===== src/rtl/opb_reg_bank_pkg.sv =====
`default_nettype none
// ============================================================================
// Module   : opb_reg_bank_pkg
// Brief    : Shared types and helpers for the OPB register bank: FSM states,
//            word-region decode and OPB byte-enable to user byte-mask mapping.
// Revision : 1.0 - initial release
// ============================================================================
package opb_reg_bank_pkg;

    typedef enum logic [1:0] {
        IDLE = 2'd0,
        ACK  = 2'd1,
        WAIT = 2'd2
    } state_t;

    typedef enum logic [1:0] {
        RGN_CTRL   = 2'd0,
        RGN_STAT   = 2'd1,
        RGN_COMMIT = 2'd2,
        RGN_NONE   = 2'd3
    } region_t;

    localparam int WORD_SHIFT = 2;

    function automatic region_t decode_region(
        input logic [31:0] k,
        input int unsigned n_out,
        input int unsigned n_in,
        input logic        shadow_en
    );
        region_t r;
        if (k < n_out)
            r = RGN_CTRL;
        else if (k < n_out + n_in)
            r = RGN_STAT;
        else if (shadow_en && (k == n_out + n_in))
            r = RGN_COMMIT;
        else
            r = RGN_NONE;
        return r;
    endfunction

    // OPB is big-endian: BE[0] guards the most significant user byte.
    function automatic logic [31:0] be_to_mask(input logic [0:3] be);
        return {{8{be[0]}}, {8{be[1]}}, {8{be[2]}}, {8{be[3]}}};
    endfunction

endpackage
`default_nettype wire


===== src/rtl/opb_byte_reg.sv =====
`default_nettype none
// ============================================================================
// Module   : opb_byte_reg
// Brief    : 32-bit register with byte-masked write and parametrised reset.
// Revision : 1.0 - initial release
// ============================================================================
module opb_byte_reg #(
    parameter logic [31:0] INIT = 32'h0
) (
    input  logic        clk,
    input  logic        rst_n,
    input  logic        we,
    input  logic [31:0] mask,
    input  logic [31:0] wdata,
    output logic [31:0] q
);

    always_ff @(posedge clk) begin
        if (!rst_n)
            q <= INIT;
        else if (we)
            q <= (q & ~mask) | (wdata & mask);
    end

endmodule
`default_nettype wire


===== src/rtl/opb_register_bank_ppc2simulink.sv =====
`default_nettype none
// ============================================================================
// Module   : opb_register_bank_ppc2simulink
// Brief    : OPB slave exposing N_OUT control and N_IN status registers with
//            per-register update strobes. Define OPB_REG_BANK_SHADOW_EN for
//            shadowed control registers with an atomic COMMIT word.
// Revision : 1.0 - initial release
// ============================================================================
module opb_register_bank_ppc2simulink
    import opb_reg_bank_pkg::*;
#(
    parameter logic [31:0] C_BASEADDR   = 32'h0100_0700,
    parameter logic [31:0] C_HIGHADDR   = 32'h0100_07FF,
    parameter int          C_OPB_AWIDTH = 32,
    parameter int          C_OPB_DWIDTH = 32,
    parameter int          N_OUT        = 4,
    parameter int          N_IN         = 2,
    parameter logic [31:0] C_INIT       = 32'h0
) (
    input  logic                                OPB_Clk,
    input  logic                                OPB_Rst_n,
    input  logic [0:C_OPB_AWIDTH-1]             OPB_ABus,
    input  logic [0:3]                          OPB_BE,
    input  logic [0:C_OPB_DWIDTH-1]             OPB_DBus,
    input  logic                                OPB_RNW,
    input  logic                                OPB_select,
    input  logic                                OPB_seqAddr,
    output logic [0:C_OPB_DWIDTH-1]             Sl_DBus,
    output logic                                Sl_errAck,
    output logic                                Sl_retry,
    output logic                                Sl_toutSup,
    output logic                                Sl_xferAck,
    output logic [32*N_OUT-1:0]                 user_data_out,
    output logic [N_OUT-1:0]                    user_wr_strobe,
    input  logic [32*((N_IN > 0) ? N_IN : 1)-1:0] user_data_in
);

`ifdef OPB_REG_BANK_SHADOW_EN
    localparam logic c_shadow_en = 1'b1;
`else
    localparam logic c_shadow_en = 1'b0;
`endif

    state_t                  r_state;
    logic [31:0]             r_k;
    region_t                 r_region;
    logic                    r_rnw;
    logic [31:0]             r_wdata;
    logic [31:0]             r_mask;
    logic [31:0]             r_dbus;
    logic                    r_xfer_ack;
    logic [N_OUT-1:0]        r_strobe;

    logic [C_OPB_AWIDTH-1:0] w_addr;
    logic [C_OPB_AWIDTH-1:0] w_offset;
    logic [31:0]             w_k;
    logic                    w_hit;
    region_t                 w_region;
    logic [31:0]             w_rdata;
    logic [32*N_OUT-1:0]     w_ctrl_view;
    logic                    w_wr_cycle;
    logic [N_OUT-1:0]        w_ctrl_we;
    logic                    unused_inputs;

    assign unused_inputs = OPB_seqAddr;

    assign w_addr   = OPB_ABus;
    assign w_hit    = (w_addr >= C_BASEADDR[C_OPB_AWIDTH-1:0]) &&
                      (w_addr <= C_HIGHADDR[C_OPB_AWIDTH-1:0]);
    assign w_offset = w_addr - C_BASEADDR[C_OPB_AWIDTH-1:0];
    assign w_k      = 32'(w_offset >> WORD_SHIFT);
    assign w_region = decode_region(w_k, N_OUT, N_IN, c_shadow_en);

    // Read data is resolved in the decode cycle so status inputs are sampled there.
    always_comb begin
        w_rdata = '0;
        for (int i = 0; i < N_OUT; i++) begin
            if (w_region == RGN_CTRL && w_k == 32'(i))
                w_rdata = w_ctrl_view[32*i +: 32];
        end
        for (int j = 0; j < N_IN; j++) begin
            if (w_region == RGN_STAT && w_k == 32'(N_OUT + j))
                w_rdata = user_data_in[32*j +: 32];
        end
    end

    always_ff @(posedge OPB_Clk) begin
        if (!OPB_Rst_n) begin
            r_state    <= IDLE;
            r_xfer_ack <= 1'b0;
            r_dbus     <= '0;
            r_k        <= '0;
            r_region   <= RGN_NONE;
            r_rnw      <= 1'b1;
            r_wdata    <= '0;
            r_mask     <= '0;
        end else begin
            case (r_state)
                IDLE: begin
                    if (OPB_select && w_hit) begin
                        r_state    <= ACK;
                        r_xfer_ack <= 1'b1;
                        r_dbus     <= OPB_RNW ? w_rdata : 32'h0;
                        r_k        <= w_k;
                        r_region   <= w_region;
                        r_rnw      <= OPB_RNW;
                        r_wdata    <= OPB_DBus;
                        r_mask     <= be_to_mask(OPB_BE);
                    end
                end
                ACK: begin
                    r_state    <= WAIT;
                    r_xfer_ack <= 1'b0;
                    r_dbus     <= '0;
                end
                WAIT: begin
                    if (!OPB_select)
                        r_state <= IDLE;
                end
                default: begin
                    r_state    <= IDLE;
                    r_xfer_ack <= 1'b0;
                    r_dbus     <= '0;
                end
            endcase
        end
    end

    // Writes retire on the edge that ends the ACK cycle.
    assign w_wr_cycle = (r_state == ACK) && !r_rnw;

    always_comb begin
        w_ctrl_we = '0;
        for (int i = 0; i < N_OUT; i++)
            w_ctrl_we[i] = w_wr_cycle && (r_region == RGN_CTRL) && (r_k == 32'(i));
    end

`ifdef OPB_REG_BANK_SHADOW_EN
    logic             w_commit;
    logic [N_OUT-1:0] r_dirty;

    assign w_commit = w_wr_cycle && (r_region == RGN_COMMIT);

    generate
        for (genvar i = 0; i < N_OUT; i++) begin : g_shadow
            opb_byte_reg #(.INIT(C_INIT)) u_shadow (
                .clk   (OPB_Clk),
                .rst_n (OPB_Rst_n),
                .we    (w_ctrl_we[i]),
                .mask  (r_mask),
                .wdata (r_wdata),
                .q     (w_ctrl_view[32*i +: 32])
            );
            opb_byte_reg #(.INIT(C_INIT)) u_user (
                .clk   (OPB_Clk),
                .rst_n (OPB_Rst_n),
                .we    (w_commit),
                .mask  (32'hFFFF_FFFF),
                .wdata (w_ctrl_view[32*i +: 32]),
                .q     (user_data_out[32*i +: 32])
            );
        end
    endgenerate

    always_ff @(posedge OPB_Clk) begin
        if (!OPB_Rst_n) begin
            r_dirty  <= '0;
            r_strobe <= '0;
        end else begin
            r_strobe <= w_commit ? r_dirty : '0;
            if (w_commit)
                r_dirty <= '0;
            else
                r_dirty <= r_dirty | w_ctrl_we;
        end
    end
`else
    generate
        for (genvar i = 0; i < N_OUT; i++) begin : g_direct
            opb_byte_reg #(.INIT(C_INIT)) u_user (
                .clk   (OPB_Clk),
                .rst_n (OPB_Rst_n),
                .we    (w_ctrl_we[i]),
                .mask  (r_mask),
                .wdata (r_wdata),
                .q     (user_data_out[32*i +: 32])
            );
        end
    endgenerate

    assign w_ctrl_view = user_data_out;

    always_ff @(posedge OPB_Clk) begin
        if (!OPB_Rst_n)
            r_strobe <= '0;
        else
            r_strobe <= w_ctrl_we;
    end
`endif

    assign Sl_DBus        = r_dbus;
    assign Sl_xferAck     = r_xfer_ack;
    assign Sl_errAck      = 1'b0;
    assign Sl_retry       = 1'b0;
    assign Sl_toutSup     = 1'b0;
    assign user_wr_strobe = r_strobe;

endmodule
`default_nettype wire


===== config.mk =====
export PLATFORM = sky130hd
export DESIGN_NAME = opb_register_bank_ppc2simulink
export DESIGN_NICKNAME = d
export VERILOG_FILES = /design/src/rtl/opb_reg_bank_pkg.sv /design/src/rtl/opb_byte_reg.sv /design/src/rtl/opb_register_bank_ppc2simulink.sv
export SDC_FILE = /design/constraint.sdc
export NUM_CORES = 1
export LEC_CHECK = 0
export CORE_MARGIN = 4
export CORE_UTILIZATION = 52
export CTS_CLUSTER_DIAMETER = 100
export CTS_CLUSTER_SIZE = 10
export DETAILED_ROUTE_END_ITERATION = 10
export PLACE_DENSITY_LB_ADDON = 0.3
export REMOVE_ABC_BUFFERS = 1
export SLEW_MARGIN = 20
export SYNTH_ARGS = -nofsm -noshare
export SYNTH_HDL_FRONTEND = slang
export SYNTH_SLANG_ARGS = --single-unit

===== constraint.sdc =====
create_clock -name OPB_Clk -period 5.3 [get_ports OPB_Clk]
set_clock_uncertainty 0.05 [all_clocks]
set_input_delay 1.325 -clock OPB_Clk [delete_from_list [all_inputs] [get_ports OPB_Clk]]
set_output_delay 1.325 -clock OPB_Clk [all_outputs]
set_load 0.01 [all_outputs]

==> out/metrics.cfg, run 1 <==
[run_status]
status=complete, no violations

[timing]
min_period_over_period_pct=77.8
clock.fmax_mhz=242
rsz0062_at_grt=no
setup_viol=0
max_slew_margin_pct=23.2
period_needed_ns=4.12
slew_viol_final=0
setup_tns_ns=0
hold_viol_final=0
tightest_slew_ns=1.15

[routing]
via_per_inst=5.98
drc=0
postRouteAntennaNets=0
avgRoutedWirePerCell_um=20.5
drtPass1Iterations=6
drt_iter0_drc=863
drt-total-wl_mm=35.9
vias=10500

[synth]
synth_flop_cell=dfxtp_1
ys_seq_area_share_pct=44.0
async_flop_share_pct=0
syn_area_per_cell_um2=8.69
yosysWarnings=0
syn_inst=1237
synth_seq_cells=236
synth_cell_types=49
synth_edf_count=0
netlist_area_um2=10700

[layout]
finish.utilization_pct=71.5
syn_to_final_growth_pct=35.2
fin_area_um2=14500
nets=1617
fillers=1548
multi_input_area_um2=5610
drive_above_1_share_pct=6.50
regArea_um2=4720

[critical_path]
critPathLaunchType=primary input
critPathLaunch=OPB_ABus[6]
cp_max_fo=32
worst_ep_required_time_ns=5.70
path_cells=clkdlybuf4s50_1 > or4_1 > inv_1 > nand4_1 > nor2b_1 > and2_2 > nand2_1 > a22oi_1
arrival_ns=4.53
path_buf_inv=2
reg2reg_depth=7
reg2reg_from=r_k[3]
r2r_slack_ns=2.27
cp_top_family=simple AND/OR/NAND/NOR gates
cp_slowest_stage_delay_ns=0.88
worst_setup_path_end_kind=flip-flop
cp_slowest_cell=and2_2
worstSetupPathType=in -> reg

[min_path]
min_from=Sl_DBus[9]
hp-class=reg -> reg
hold_end=Sl_DBus[9]
hold_depth=2

[floorplan]
core.rowCount=52
dieArea_um2=23000
die_y_um=152
core_area_um2=20300
io_pins=305
initial_core_util_pct=52.9
die_x_um=152

[global_routing]
grt_pass1_vias=10100
gr-total-overflow=0
grt_pass1_wl_mm=54.2
antenna_found_initial=4
grt.total_usage_pct=29.7
grt_max_degree=110

[clock_tree]
clk_pin_slew_ns=0.06
clockRootBuffer=clkbuf_16
clockBufferDepth=3
cts_tree=done
post_cts_buffers=0
cts_made_buffers=27
cts_max_level=1
cts_resized=0
holdBufCountCts=0
clk_latency_ns=0.54
clock-sinks=236

[power]
vdd.ir_drop.worst_mv=0.241
powerDensity_nw_per_um2=251
power.leakage_nw=4.79

[placement]
hpwlAfterDp_mm=23.5
place.gp.congestion=0.892
postPlaceCellArea_um2=13800
io_buffers=298

[run]
cap_violations=0

## where the power goes
part	internal, mW	switching [mW]	leakage, nW
combinational	0.136	0.107	2.53
sequential	1.77	0.0000000210	1.90
clock	0.947	0.685	0.357
## worst max-delay path by stage
| stage | slack, ns | cells after the start | end |
|---|---|---|---|
| finish | 1.18 | 8 | Sl_DBus[25] |
| global route | 0.99 | 8 | Sl_DBus[27] |
| CTS | 1.24 | 8 | Sl_DBus[31] |
| detailed placement | 0.71 | 9 | Sl_DBus[25] |
| global placement | 0.80 | 8 | Sl_DBus[3] |
| floorplan | 0.31 | 7 | Sl_DBus[31] |
## placed cells by master (no fill, tap or decap), types with 19 or more instances in the layout
master / n
and3_1: 28
a21oi_1: 27
mux4_2: 32
nand2_1: 273
nand3_1: 135
dfxtp_1: 236
nor2_1: 29
clkbuf_16: 27
mux2i_1: 23
clkdlybuf4s50_1: 295
o21ai_0: 29
a22oi_1: 22
buf_4: 19
a21boi_0: 175
## metal layers
layer / wire [µm] / up-vias / track usage [%]
met5: 13 / - / 0
met4: 1560 / 2 / 13.7
met3: 3300 / 89 / 6.19
met2: 17300 / 551 / 49.8
met1: 13800 / 4990 / 36.8
li1: - / 4836 / -
## cell usage after synthesis, drive strengths merged, types with 4 or more instances
library cell  number  share of area [%]
a2111oi            4               0.50
a21boi           175                 12
a21oi             27                1.3
a22oi             22                1.5
and2               9               0.52
and3              29                1.7
buf               21               0.99
clkbuf            84                2.9
dfxtp            236                 44
mux2i             23                2.1
mux4              32                6.7
nand2            273                9.5
nand2b             4               0.23
nand3            135                6.3
nand4              6               0.35
nand4b            12               0.98
nor2              30                1.0
nor3               7               0.33
nor4              13               0.90
o21a              13               0.91
o21ai             43                2.0
or4                4               0.38
## logic make-up (layout without fill, tap and decap cells)
kind of cell               count (synthesis)  after routing  share of synthesized area [%]
buffers and inverters                    108            347                           4.03
adders and majority gates                  2              2                          0.233
AOI/OAI and AO/OA                        294            294                           19.2
muxes                                     56             56                           8.96
DFF                                      236            236                           44.0
and+or+nand+nor                          538            538                           23.4
other                                      1              6                         0.0349
xor gates and xnor gates                   2              2                          0.163
## worst reg2reg max path, delay by kind of cell (launching register included)
| family | cells | cell delay, ns |
|---|---|---|
| AO/OA/AOI/OAI | 1 | 0.11 |
| flip-flops | 1 | 0.31 |
| AND/OR/NAND/NOR | 6 | 2.47 |
## area by class of cell
class / count / share of cell area (%)
Clock inverter: 2 / 0.345
Sequential cell: 236 / 32.5
Inverter: 3 / 0.0775
Multi-Input combinational cell: 895 / 38.7
Timing Repair Buffer: 315 / 21.4
Clock buffer: 27 / 4.65
Tap cell: 270 / 2.33
Antenna cell: 3 / 0.0517
## metrics by stage
stage	hold slack, ns	total power [mW]	std cells	setup WS (ns)
4_1_cts	0.401	3.66	1748	1.24
5_1_grt	0.423	3.74	1751	0.988
2_1_floorplan	0.390	1.89	1134	0.307
3_5_place_dp	0.391	2.05	1719	0.708
6_report	0.398	3.65	1751	1.18
3_3_place_gp	0.384	2.05	1719	0.796
Power figures use the tool's default switching activity.
==> run 2: changes to the inputs <==
--- a/config.mk
+++ b/config.mk
@@ -6,7 +6,7 @@
 export NUM_CORES = 1
 export LEC_CHECK = 0
 export CORE_MARGIN = 4
-export CORE_UTILIZATION = 52
+export CORE_UTILIZATION = 48
 export CTS_CLUSTER_DIAMETER = 100
 export CTS_CLUSTER_SIZE = 10
 export DETAILED_ROUTE_END_ITERATION = 10
==> constraint.sdc (replaced) <==
create_clock -name OPB_Clk -period 3.8 [get_ports OPB_Clk]
set_clock_uncertainty 0.05 [all_clocks]
set_input_delay 0.95 -clock OPB_Clk [delete_from_list [all_inputs] [get_ports OPB_Clk]]
set_output_delay 0.95 -clock OPB_Clk [all_outputs]
set_load 0.01 [all_outputs]
==> run 2 against run 1 <==
Net effect: wire length up 3.0%; first-iteration DRC count decreased by 20%; final cell count is 2.3% higher; global-route usage shrank 1.3 points; sequential share of layout area shrank 0.67 points; worst setup slack got worse by 0.70 ns; sequential power increased by 40%; via count up 0.45%; worst hold slack improved by 0.0036 ns; largest cell class unchanged; critical endpoint is now Sl_DBus[31].
==> out/metrics.cfg, run 2 (synthesis gave the netlist of run 1 again) <==
[global_routing]
grt_max_degree=144
grt_pass1_vias=10000
grt_pass1_wl_mm=55.7
grt.total_usage_pct=28.4
antenna_found_initial=1
gr-total-overflow=0

[critical_path]
cp_slowest_stage_delay_ns=0.59
worst_ep_required_time_ns=4.20
cp.depth=9
critPathLaunch=OPB_ABus[17]
critPathLaunchType=primary input
path_buf_inv=2
cp_slowest_cell=or4_4
arrival_ns=3.72
path_cells=clkdlybuf4s50_1 > or4_4 > o41ai_1 > nand3_1 > a2111oi_4 > and4_1 > buf_4 > o21ai_0 > a22oi_1
cp_top_family=compound AO/OA/AOI/OAI gates
r2r_slack_ns=0.99
reg2reg_depth=7
crit_path_end=Sl_DBus[31]
reg2reg_from=r_k[3]
cp_max_fo=7
worst_setup_path_end_kind=flip-flop
worstSetupPathType=in -> reg

[clock_tree]
cts_resized=0
clk_pin_slew_ns=0.06
cts_made_buffers=27
clk_latency_ns=0.53
cts_max_level=1
post_cts_buffers=0
holdBufCountCts=0
clockBufferDepth=3
clockRootBuffer=clkbuf_16
cts_tree=done
clock-sinks=236

[layout]
syn_to_final_growth_pct=38.0
stdcell_count=1792
layout_common_cells=clkdlybuf4s50_1, nand2_1, dfxtp_1, a21boi_0, nand3_1
nets=1650
final_common_cell=clkdlybuf4s50_1
finish.utilization_pct=67.7
fin_area_um2=14800
drive_above_1_share_pct=8.54

[min_path]
hp-class=reg -> reg

[routing]
via_per_inst=5.87
drt-total-wl_mm=37.0
drtPass1Iterations=5
vias=10500
drt_iter0_drc=689
postRouteAntennaNets=0
drc=0
avgRoutedWirePerCell_um=20.7

[placement]
dpl.cell_count=1762
io_buffers=298
hpwlAfterDp_mm=25.0
preCtsSetupSlack_ns=-0.0317
postPlaceCellArea_um2=14100
place.gp.congestion=0.874

[power]
vdd.ir_drop.worst_mv=0.305
clock_power_share_pct=44.3
power.total_mw=5.08
powerDensity_nw_per_um2=343
power.leakage_nw=4.97
p_switching_mw=1.09
p_comb_share_pct=7.0
switching_share_pct=21.5
p_seq_share_pct=48.7
p_int_mw=3.99

[timing]
slew_viol_final=0
fin_ws_ns=0.478
clock.fmax_mhz=301
rsz0062_at_grt=no
setup_viol=0
period_needed_ns=3.32
hold_viol_final=0
hold_ws_ns=0.402
max_slew_margin_pct=42.5
tightest_slew_ns=0.863
setup_tns_ns=0
min_period_over_period_pct=87.4

[run]
cap_violations=0

[floorplan]
die_x_um=158
core.rowCount=54
io_pins=305
initial_core_util_pct=49.1
dieArea_um2=24800
core_area_um2=21900
die_y_um=158

[run_status]
status=complete, no violations

## run 2: how the worst min path moves through the flow
stage	end	cells after the start	from	slack, ns
after global routing	Sl_DBus[10]	2	Sl_DBus[10]	0.43
after floorplan	r_rnw	2	r_rnw	0.39
after global placement	Sl_DBus[10]	2	Sl_DBus[10]	0.38
after CTS	Sl_DBus[10]	2	Sl_DBus[10]	0.40
final	Sl_DBus[10]	2	Sl_DBus[10]	0.40
after detailed placement	Sl_DBus[0]	2	Sl_DBus[0]	0.39
## run 2: worst register-to-register path: stages, from the launching register on
cell	delay (ns)
dfxtp_1	0.32
nor4_1	0.46
nand4_1	0.22
nor4_1	0.48
nor2b_4	0.53
nand2_1	0.37
nand2_1	0.17
a21boi_0	0.09
## run 2: power by group through the flow
stage | clock network (mW) | logic [mW] | registers (mW)
after global routing | 2.37 | 0.378 | 2.47
final | 2.25 | 0.357 | 2.48
after floorplan | 0 | 0.101 | 2.53
after CTS | 2.27 | 0.355 | 2.48
after detailed placement | 0 | 0.353 | 2.53
after global placement | 0 | 0.351 | 2.53
## run 2: metal layers
metal	GRT usage [%]	vias up	routed length [µm]
met4	12.0	0	1730
met5	0	-	0
met1	36.2	5035	14600
met3	5.85	101	2920
met2	47.0	477	17800
li1	-	4902	-
## run 2: final cells by class
| class | instances | area (µm²) |
|---|---|---|
| multi-input combinational | 895 | 5610 |
| timing repair buffer | 348 | 3410 |
| sequential | 236 | 4720 |
| inverter | 3 | 11.3 |
| tap | 280 | 350 |
| fill | 1813 | 7060 |
| clock inverter | 2 | 38.8 |
| antenna | 1 | 2.50 |
| clock buffer | 27 | 676 |
==> run 3: changes to the inputs <==
--- a/config.mk
+++ b/config.mk
@@ -10,7 +10,7 @@
 export CTS_CLUSTER_DIAMETER = 100
 export CTS_CLUSTER_SIZE = 10
 export DETAILED_ROUTE_END_ITERATION = 10
-export PLACE_DENSITY_LB_ADDON = 0.3
+export PLACE_DENSITY = 0.76
 export REMOVE_ABC_BUFFERS = 1
 export SLEW_MARGIN = 20
 export SYNTH_ARGS = -nofsm -noshare
==> run 3 against run 2 <==
Net effect: clock power about the same; register-to-register slack better by 0.06 ns; via count down 1.1%; largest cell class unchanged.
==> out/metrics.cfg, run 3 (synthesis gave the netlist of run 1 again) <==
[power]
p_seq_share_pct=48.9
clock_power_share_pct=43.9
power.leakage_nw=4.95
vdd.ir_drop.worst_mv=0.304
p_comb_share_pct=7.2
power.total_mw=5.06
p_switching_mw=1.12
switching_share_pct=22.2
p_int_mw=3.94
powerDensity_nw_per_um2=342

[timing]
min_period_over_period_pct=91.9
slew_viol_final=0
hold_viol_final=0
period_needed_ns=3.49
fin_ws_ns=0.307
clock.fmax_mhz=286
tightest_slew_ns=0.938
setup_tns_ns=0
rsz0062_at_grt=no
hold_ws_ns=0.399
max_slew_margin_pct=37.4
setup_viol=0

[routing]
drc=0
drt_iter0_drc=743
avgRoutedWirePerCell_um=20.8
vias=10400
drtPass1Iterations=5
via_per_inst=5.81
drt-total-wl_mm=37.3
postRouteAntennaNets=0

[critical_path]
reg2reg_depth=7
worst_ep_required_time_ns=4.20
arrival_ns=3.89
reg2reg_from=r_k[14]
r2r_slack_ns=1.05
cp_max_fo=11
worstSetupPathType=in -> reg
worst_setup_path_end_kind=flip-flop
critPathLaunchType=primary input

[min_path]
hp-class=reg -> reg
hold_end=Sl_DBus[9]
hold_depth=2
min_from=Sl_DBus[9]

[placement]
place.gp.congestion=0.970
hpwlAfterDp_mm=25.4
io_buffers=298
dpl.cell_count=1760
preCtsSetupSlack_ns=-0.209

[global_routing]
grt.total_usage_pct=29.0
grt_pass1_vias=10400
gr-total-overflow=0
grt_max_degree=153
grt_pass1_wl_mm=57.0
antenna_found_initial=1

[clock_tree]
cts_tree=done
clk_pin_slew_ns=0.05
clockRootBuffer=clkbuf_16
cts_made_buffers=27
clockBufferDepth=3
cts_resized=0
cts_max_level=1
post_cts_buffers=0
holdBufCountCts=0
clk_latency_ns=0.53
clock-sinks=236

[floorplan]
die_y_um=158
dieArea_um2=24800
core_area_um2=21900
initial_core_util_pct=49.1
core.rowCount=54
io_pins=305
die_x_um=158

[layout]
layout_common_cells=clkdlybuf4s50_1, nand2_1, dfxtp_1, a21boi_0, nand3_1
stdcell_count=1790
nets=1648
drive_above_1_share_pct=8.48
final_common_cell=clkdlybuf4s50_1
syn_to_final_growth_pct=37.9
fillers=1819
n_antenna_cell=0

[run]
cap_violations=0

[run_status]
status=complete, no violations

[run 3: cell types whose count changed in the layout (fill, tap and decap cells not counted)]
cell	before	now
buf_4	47	44
buf_12	5	6
bufinv_16	1	0
clkbuf_1	0	1
clkinv_2	0	1
dfxtp_1	236	235
dfxtp_2	0	1
diode_2	1	0
inv_16	0	1
inv_6	1	0
[run 3: power groups by stage]
stage,sequential (mW),combinational (mW),clock (mW)
floorplan,2.53,0.101,0
global placement,2.53,0.359,0
detailed placement,2.53,0.358,0
CTS,2.47,0.361,2.25
global route,2.47,0.384,2.35
finish,2.47,0.362,2.22
[run 3: final cells by class]
type | count | area [µm²] | share of cell area (%)
multi-input combinational | 895 | 5610 | 37.9
sequential | 236 | 4730 | 31.9
timing repair buffer | 346 | 3410 | 23.0
clock buffer | 28 | 679 | 4.59
tap | 280 | 350 | 2.36
clock inverter | 2 | 25.0 | 0.169
inverter | 3 | 11.3 | 0.0760
[run 3: layer usage]
layer  vias up  track usage (%)  wire, µm
li1       4910                -         -
met4         2             9.50      1160
met2       454             48.5     17500
met1      4961             37.6     15500
met3        77             6.07      3090
met5         -                0        13
[run 3: worst max path at each step]
stage	from	endpoint	slack, ns	depth (start not counted)
after global routing	OPB_ABus[8]	Sl_DBus[29]	0.09	10
after CTS	OPB_ABus[8]	Sl_DBus[26]	0.32	10
after detailed placement	OPB_ABus[8]	Sl_DBus[26]	-0.21	10
after floorplan	OPB_ABus[17]	Sl_DBus[31]	-0.82	7
after global placement	OPB_ABus[8]	Sl_DBus[29]	-0.23	10
final	OPB_ABus[8]	Sl_DBus[30]	0.31	10
[run 3: stage by stage]
stage,utilization (%),area (µm²)
2_1_floorplan,-,10300
3_3_place_gp,64.4,14100
6_report,67.7,14800
4_1_cts,67.7,14800
3_5_place_dp,64.4,14100
5_1_grt,67.7,14800
[run 3: worst max-delay path, stage by stage]
cell and delay [ns]:
clkdlybuf4s50_1 0.48, or4_4 0.56, buf_4 0.16, a2111oi_0 0.32, nand2_1 0.11, nor4b_1 0.33
o2111a_1 0.28, nand4_1 0.23, buf_4 0.28, o21ai_0 0.19
